File: src/rtl/approx_adder_err_eval_pkg.sv
// Shared types and width helpers for the approximate-adder error evaluator.
package approx_eval_pkg;

  // Operand width used when no override is given.
  localparam int DEFAULT_WIDTH = 8;

  // Sweep controller states.
  typedef enum logic [1:0] {
    IDLE  = 2'd0,
    RUN   = 2'd1,
    DRAIN = 2'd2,
    DONE  = 2'd3
  } state_t;

  // Sum-of-absolute-error accumulator width: error < 2^(w+1) over 2^(2w) pairs.
  function automatic int sae_width(input int w);
    return 3 * w + 1;
  endfunction

  // Error counter width: must hold the full pair count 2^(2w).
  function automatic int count_width(input int w);
    return 2 * w + 1;
  endfunction

endpackage

File: src/rtl/approx_adder_err_eval_if.sv
// Bundle of start/done handshake, operand drive, DUT sum return and metric outputs.
interface approx_adder_err_eval_if
  import approx_eval_pkg::*;
#(
  parameter int WIDTH = DEFAULT_WIDTH
);

  logic                            start;
  logic                            busy;
  logic                            done;
  logic [WIDTH-1:0]                op_a;
  logic [WIDTH-1:0]                op_b;
  logic [WIDTH:0]                  approx_sum;
  logic [sae_width(WIDTH)-1:0]     sae;
  logic [WIDTH:0]                  max_err;
  logic [count_width(WIDTH)-1:0]   err_count;

  // Requester side: issues start, supplies the adder-under-test result, reads metrics.
  modport master (
    output start, approx_sum,
    input  busy, done, op_a, op_b, sae, max_err, err_count
  );

  // Evaluator side.
  modport slave (
    input  start, approx_sum,
    output busy, done, op_a, op_b, sae, max_err, err_count
  );

endinterface

File: src/rtl/approx_adder_err_eval_abs_diff.sv
// Unsigned absolute difference; both subtractions are formed and the
// non-negative one selected, so no signed arithmetic or overflow is involved.
module err_abs_diff #(
  parameter int WIDTH = 9
) (
  input  logic [WIDTH-1:0] a,
  input  logic [WIDTH-1:0] b,
  output logic [WIDTH-1:0] diff
);

  logic [WIDTH-1:0] a_minus_b;
  logic [WIDTH-1:0] b_minus_a;

  assign a_minus_b = a - b;
  assign b_minus_a = b - a;
  assign diff      = (a >= b) ? a_minus_b : b_minus_a;

endmodule

File: src/rtl/approx_adder_err_eval.sv
// Exhaustive error characterisation of an external approximate adder: sweeps
// every operand pair, registers {approx, exact} and accumulates SAE, worst-case
// error and error count one cycle later.
module approx_adder_err_eval
  import approx_eval_pkg::*;
#(
  parameter int WIDTH = DEFAULT_WIDTH
) (
  input logic                   clk,
  input logic                   rst,
  approx_adder_err_eval_if.slave bus
);

  localparam int SAE_W  = sae_width(WIDTH);
  localparam int CNT_W  = count_width(WIDTH);
  localparam int PAIR_W = 2 * WIDTH;

  state_t              state;
  state_t              state_next;
  logic                accept;
  logic                last_pair;
  logic [PAIR_W-1:0]   pair_cnt;
  logic [WIDTH:0]      exact_sum;
  logic                s1_valid;
  logic [WIDTH:0]      s1_approx;
  logic [WIDTH:0]      s1_exact;
  logic [WIDTH:0]      abs_err;
  logic [SAE_W-1:0]    sae_q;
  logic [WIDTH:0]      max_q;
  logic [CNT_W-1:0]    cnt_q;

  // op_b occupies the low half so it sweeps fastest.
  assign bus.op_a  = pair_cnt[PAIR_W-1:WIDTH];
  assign bus.op_b  = pair_cnt[WIDTH-1:0];
  assign exact_sum = {1'b0, pair_cnt[PAIR_W-1:WIDTH]} + {1'b0, pair_cnt[WIDTH-1:0]};
  assign last_pair = &pair_cnt;

  assign bus.busy      = (state == RUN) || (state == DRAIN);
  assign bus.done      = (state == DONE);
  assign bus.sae       = sae_q;
  assign bus.max_err   = max_q;
  assign bus.err_count = cnt_q;

  err_abs_diff #(
    .WIDTH (WIDTH + 1)
  ) u_abs (
    .a    (s1_approx),
    .b    (s1_exact),
    .diff (abs_err)
  );

  // State register.
  always_ff @(posedge clk) begin
    if (rst) begin
      state <= IDLE;
    end else begin
      state <= state_next;
    end
  end

  // Next-state logic; start is only honoured when no sweep is in flight.
  always_comb begin
    state_next = state;
    accept     = 1'b0;
    case (state)
      IDLE, DONE: begin
        if (bus.start) begin
          accept     = 1'b1;
          state_next = RUN;
        end
      end
      RUN: begin
        if (last_pair) begin
          state_next = DRAIN;
        end
      end
      DRAIN: begin
        state_next = DONE;
      end
      default: begin
        state_next = IDLE;
      end
    endcase
  end

  // Operand counter, capture stage and accumulators; a new run clears results on the accepting edge.
  always_ff @(posedge clk) begin
    if (rst) begin
      pair_cnt  <= '0;
      s1_valid  <= 1'b0;
      s1_approx <= '0;
      s1_exact  <= '0;
      sae_q     <= '0;
      max_q     <= '0;
      cnt_q     <= '0;
    end else begin
      s1_valid <= (state == RUN);
      if (state == RUN) begin
        s1_approx <= bus.approx_sum;
        s1_exact  <= exact_sum;
        if (!last_pair) begin
          pair_cnt <= pair_cnt + PAIR_W'(1);
        end
      end
      if (accept) begin
        pair_cnt <= '0;
        sae_q    <= '0;
        max_q    <= '0;
        cnt_q    <= '0;
      end else if (s1_valid) begin
        sae_q <= sae_q + SAE_W'(abs_err);
        cnt_q <= cnt_q + CNT_W'(abs_err != '0);
        if (abs_err > max_q) begin
          max_q <= abs_err;
        end
      end
    end
  end

endmodule
File: src/flat_wrapper.sv
// flat-port wrapper written by rule: the top's interface ports become plain ports
module approx_adder_err_eval_flat import approx_eval_pkg::*;
#(
  parameter int WIDTH = DEFAULT_WIDTH
)
  (clk, rst, bus_start, bus_approx_sum, bus_busy, bus_done, bus_op_a, bus_op_b, bus_sae, bus_max_err, bus_err_count);
  approx_adder_err_eval_if #(.WIDTH(WIDTH)) bus_i ();
  input logic clk;
  input logic rst;
  input wire logic [$bits(bus_i.start)-1:0] bus_start;
  input wire logic [$bits(bus_i.approx_sum)-1:0] bus_approx_sum;
  output wire logic [$bits(bus_i.busy)-1:0] bus_busy;
  output wire logic [$bits(bus_i.done)-1:0] bus_done;
  output wire logic [$bits(bus_i.op_a)-1:0] bus_op_a;
  output wire logic [$bits(bus_i.op_b)-1:0] bus_op_b;
  output wire logic [$bits(bus_i.sae)-1:0] bus_sae;
  output wire logic [$bits(bus_i.max_err)-1:0] bus_max_err;
  output wire logic [$bits(bus_i.err_count)-1:0] bus_err_count;
  assign bus_i.start = bus_start;
  assign bus_i.approx_sum = bus_approx_sum;
  assign bus_busy = bus_i.busy;
  assign bus_done = bus_i.done;
  assign bus_op_a = bus_i.op_a;
  assign bus_op_b = bus_i.op_b;
  assign bus_sae = bus_i.sae;
  assign bus_max_err = bus_i.max_err;
  assign bus_err_count = bus_i.err_count;
  approx_adder_err_eval #(.WIDTH(WIDTH)) u_core (.clk(clk), .rst(rst), .bus(bus_i));
endmodule
File: config.mk
export PLATFORM = sky130hd
export DESIGN_NAME = approx_adder_err_eval_flat
export DESIGN_NICKNAME = d
export VERILOG_FILES = /design/src/rtl/approx_adder_err_eval_pkg.sv /design/src/rtl/approx_adder_err_eval_if.sv /design/src/rtl/approx_adder_err_eval_abs_diff.sv /design/src/rtl/approx_adder_err_eval.sv /design/src/flat_wrapper.sv
export SDC_FILE = /design/constraint.sdc
export NUM_CORES = 1
export LEC_CHECK = 0
export CAP_MARGIN = 0
export CELL_PAD_IN_SITES_DETAIL_PLACEMENT = 0
export CELL_PAD_IN_SITES_GLOBAL_PLACEMENT = 1
export CORE_ASPECT_RATIO = 1.1
export CORE_MARGIN = 1
export CORE_UTILIZATION = 37
export CTS_CLUSTER_SIZE = 30
export DETAILED_ROUTE_END_ITERATION = 6
export HOLD_SLACK_MARGIN = 0.06
export PLACE_DENSITY = 0.88
export SLEW_MARGIN = 40
export SYNTH_ARGS = -nofsm -noshare
export SYNTH_HDL_FRONTEND = slang
export SYNTH_SLANG_ARGS = --single-unit
File: constraint.sdc
create_clock -name clk -period 4.1 [get_ports clk]
set_input_delay 0.41 -clock clk [delete_from_list [all_inputs] [get_ports clk]]
set_output_delay 0.41 -clock clk [all_outputs]
set_load 0.03 [all_outputs]
==> qor.yml, run 1 <==
outcome:
  status: "finished, final reports clean"
final_layout:
  final_cell_mix: "clkdlybuf4s50_1, dfxtp_1, nor2_1"
  area_growth_pct: 32.8
  final_common_cell: "clkdlybuf4s50_1"
  fin_nets: 862
  nFillCells: 1447
  layout-drive-gt1-share_pct: 17.3
  stdcell_area_um2: 7590
  utilization_pct: 50.4
  antennaDiodeCount: 0
synth:
  ys_ff_latch: 88
  syn_nets: 744
  async_reset_ff_share_pct: 0
  synth_area_um2: 5710
  synth_area_per_cell_um2: 8.34
  synth_area_leaders: "dfxtp_1, ha_1, mux2i_1"
  synthCells: 685
  synth_edf_count: 0
  synth.distinct_cells: 73
  yosysTopAreaCellShare_pct: 30.8
  ys_warn_count: 0
  synth-main-ff-cell: "dfxtp_1"
  yosysTopAreaCell: "dfxtp_1"
  yosysSeqAreaShare_pct: 30.8
clock_network:
  htreeDepth: 3
  cts_buffers: 9
  ctsLongestPathBuffers: 2
  clock-sinks: 88
  tritoncts: "built"
  insertion_delay_ns: 0.35
  path_clk_slew_ns: 0.07
  root_buffer: "clkbuf_16"
routing:
  drt-vias-per-instance: 5.22
  drc: 0
  firstDrtPassIters: 5
  drtIter0Drc: 299
  drt-wirelength-per-cell_um: 14.6
  antenna_left: 0
  totalWireLength_um: 14600
  num_vias: 5238
setup_path:
  r2r_start: "u_core.s1_exact[2]"
  r2r_end: "u_core.bus.max_err[3]"
  worstSetupStartpointType: "flop"
  path_cells: "inv_1, ha_4, a21oi_2, o21ai_2, a31o_4, nor3_4, buf_6, mux2_1, a21oi_2, xnor2_1, buf_4, ha_1, nand3_2, inv_2, nand2_2, o31ai_1, a31oi_1, a211o_1, buf_6, nor3_2, nor3_1"
  cp.arrival_ns: 4.24
  reg2regPathDepth: 21
  path_class: "reg -> reg"
  crit_path_max_incr_delay_ns: 0.34
  crit_fanout: 5
  required_ns: 4.31
  cp_slowest_cell: "dfxtp_1"
  critPathLaunch: "u_core.s1_exact[2]"
  r2r_setup_slack_ns: 0.07
  endpoint_kind: "flop"
die:
  rows: 47
  die-area_um2: 15900
  core_area_um2: 15100
  start_util_pct: 37.9
  fp.dieH_um: 132
  ios: 81
  die_x_um: 120
grt:
  grt_pass1_wl_um: 23700
  grt_max_degree: 45
  antenna_found_initial: 0
  overflow: 0
  grt_pass1_vias: 4826
  grt_usage_pct: 18.4
hold_path:
  whs_path_depth: 2
  hold_path_class: "reg -> reg"
  hp-start: "u_core.bus.sae[23]"
  min_to: "u_core.bus.sae[23]"
timing:
  hold_viol_final: 0
  layout_min_cycle_time_ns: 4.03
  worst_clock_skew_ns: 0.00943
  worstMarginPinSlew_ns: 0.517
  timing.fmax_mhz: 248
  slew_headroom_pct: 65.5
  finalSetupViolCount: 0
  finalCritPeriodShare_pct: 98.3
  whs_ns: 0.487
  slew_violations: 0
place:
  postPlaceCellArea_um2: 6970
  dpl.hpwl_um: 10500
  gp_congestion: 0.853
  numPortBuffers: 80
flow_run:
  max_cap_violations: 0
pwr:
  max-vdd-ir-drop_mv: 0.492
  power_leakage_uw: 0.00282
  power.total_uw: 6270
  p_per_area_nw_per_um2: 826
-- cell families (layout without fill, tap and decap cells) --
group	count (synthesis)	after routing	share of synthesized area, %
muxes	30	30	5.28
and+or+nand+nor	236	236	20.4
DFF	88	88	30.8
xor gates and xnor gates	45	45	6.90
buffers and inverters	78	201	5.32
adders and majority gates	50	50	11.2
AOI/OAI and AO/OA	158	158	20.1
-- metrics by stage --
stage                     std cells  setup TNS [ns]  setup slack (ns)
after floorplan                 685               0            0.0765
after global placement          977               0            0.0295
after detailed placement        977          -0.161           -0.0354
after CTS                       996               0            0.0262
after global routing           1004          -0.647            -0.127
final                          1004               0            0.0681
-- registers in the layout (all words and copies together), names as in the netlist --
register              flops
u_core.s1_approx          9
u_core.bus.err_count     17
u_core.state              2
u_core.bus.max_err        9
u_core.s1_valid           1
u_core.bus.sae           25
u_core.pair_cnt          16
u_core.s1_exact           9
-- metal layers --
layer	GRT usage, %	share of wire [%]	vias to the layer above	wire, um
met4	5.97	1.9	0	282
met5	0	0	-	0
met1	23.6	45	2434	6630
met3	3.89	5.0	21	728
met2	30.5	48	126	7000
li1	-	-	2657	-
-- worst max-delay path: cells and delay by family (launching register included) --
kind                       cells  cell delay (ns)
and+or+nand+nor                5             0.58
DFF                            1             0.34
xor gates and xnor gates       1             0.11
muxes                          1             0.34
adders and majority gates      2             0.54
AOI/OAI and AO/OA              7             1.36
buffers and inverters          5             0.62
-- report_power, final --
part	internal (uW)	total, uW	switching [uW]
logic	1930	4390	2460
clock network	447	803	355
registers	959	1070	114
total	3340	6270	2930
-- area by class of cell --
cell class	instances	area (um2)	area share (%)
repair buffers	132	1200	15.8
clock inverters	5	38.8	0.511
flip-flops and latches	88	1780	23.4
inverters	53	199	2.62
well taps	196	245	3.23
multi-input cells	519	3880	51.1
clock buffers	11	253	3.33
-- worst max-delay path by stage --
stage / endpoint / slack [ns] / depth (start not counted)
finish: u_core.bus.max_err[3] / 0.07 / 21
global placement: u_core.bus.max_err[0] / 0.03 / 20
floorplan: u_core.bus.err_count[16] / 0.08 / 19
global route: u_core.bus.max_err[3] / -0.13 / 20
detailed placement: u_core.bus.max_err[1] / -0.04 / 20
CTS: u_core.bus.max_err[1] / 0.03 / 21
-- cell usage after synthesis (7+ instances only) --
cell	count
o21ai_0	16
xnor2_1	20
a21o_1	12
a21oi_1	46
nand2b_1	8
dfxtp_1	88
o21ai_1	14
mux2i_1	29
and3_1	13
xor2_1	25
clkbuf_1	15
a31oi_1	7
nand2_1	44
ha_1	44
a211oi_1	9
inv_1	52
nor2b_1	7
nand4_1	12
nand3_1	33
o2111ai_1	7
nor2_1	74
nor3_1	13
-- repair_timing --
item / in CTS / in global routing
buffers inserted: 2 / 7
resized for setup: 6 / 52
cloned: 1 / 1
endpoints found under the setup margin: 17 / 32
pin swaps: 7 / 15
hold buffers: 0 / 0
(Power assumes the default switching activity.)
==> run 2: changes to the inputs <==
--- a/config.mk
+++ b/config.mk
@@ -5,6 +5,7 @@
 export SDC_FILE = /design/constraint.sdc
 export NUM_CORES = 1
 export LEC_CHECK = 0
+export ABC_CLOCK_PERIOD_IN_PS = 4100
 export CAP_MARGIN = 0
 export CELL_PAD_IN_SITES_DETAIL_PLACEMENT = 0
 export CELL_PAD_IN_SITES_GLOBAL_PLACEMENT = 1
==> results of run 2 <==
The final DEF is identical to that of run 1; final timing and power are the same.
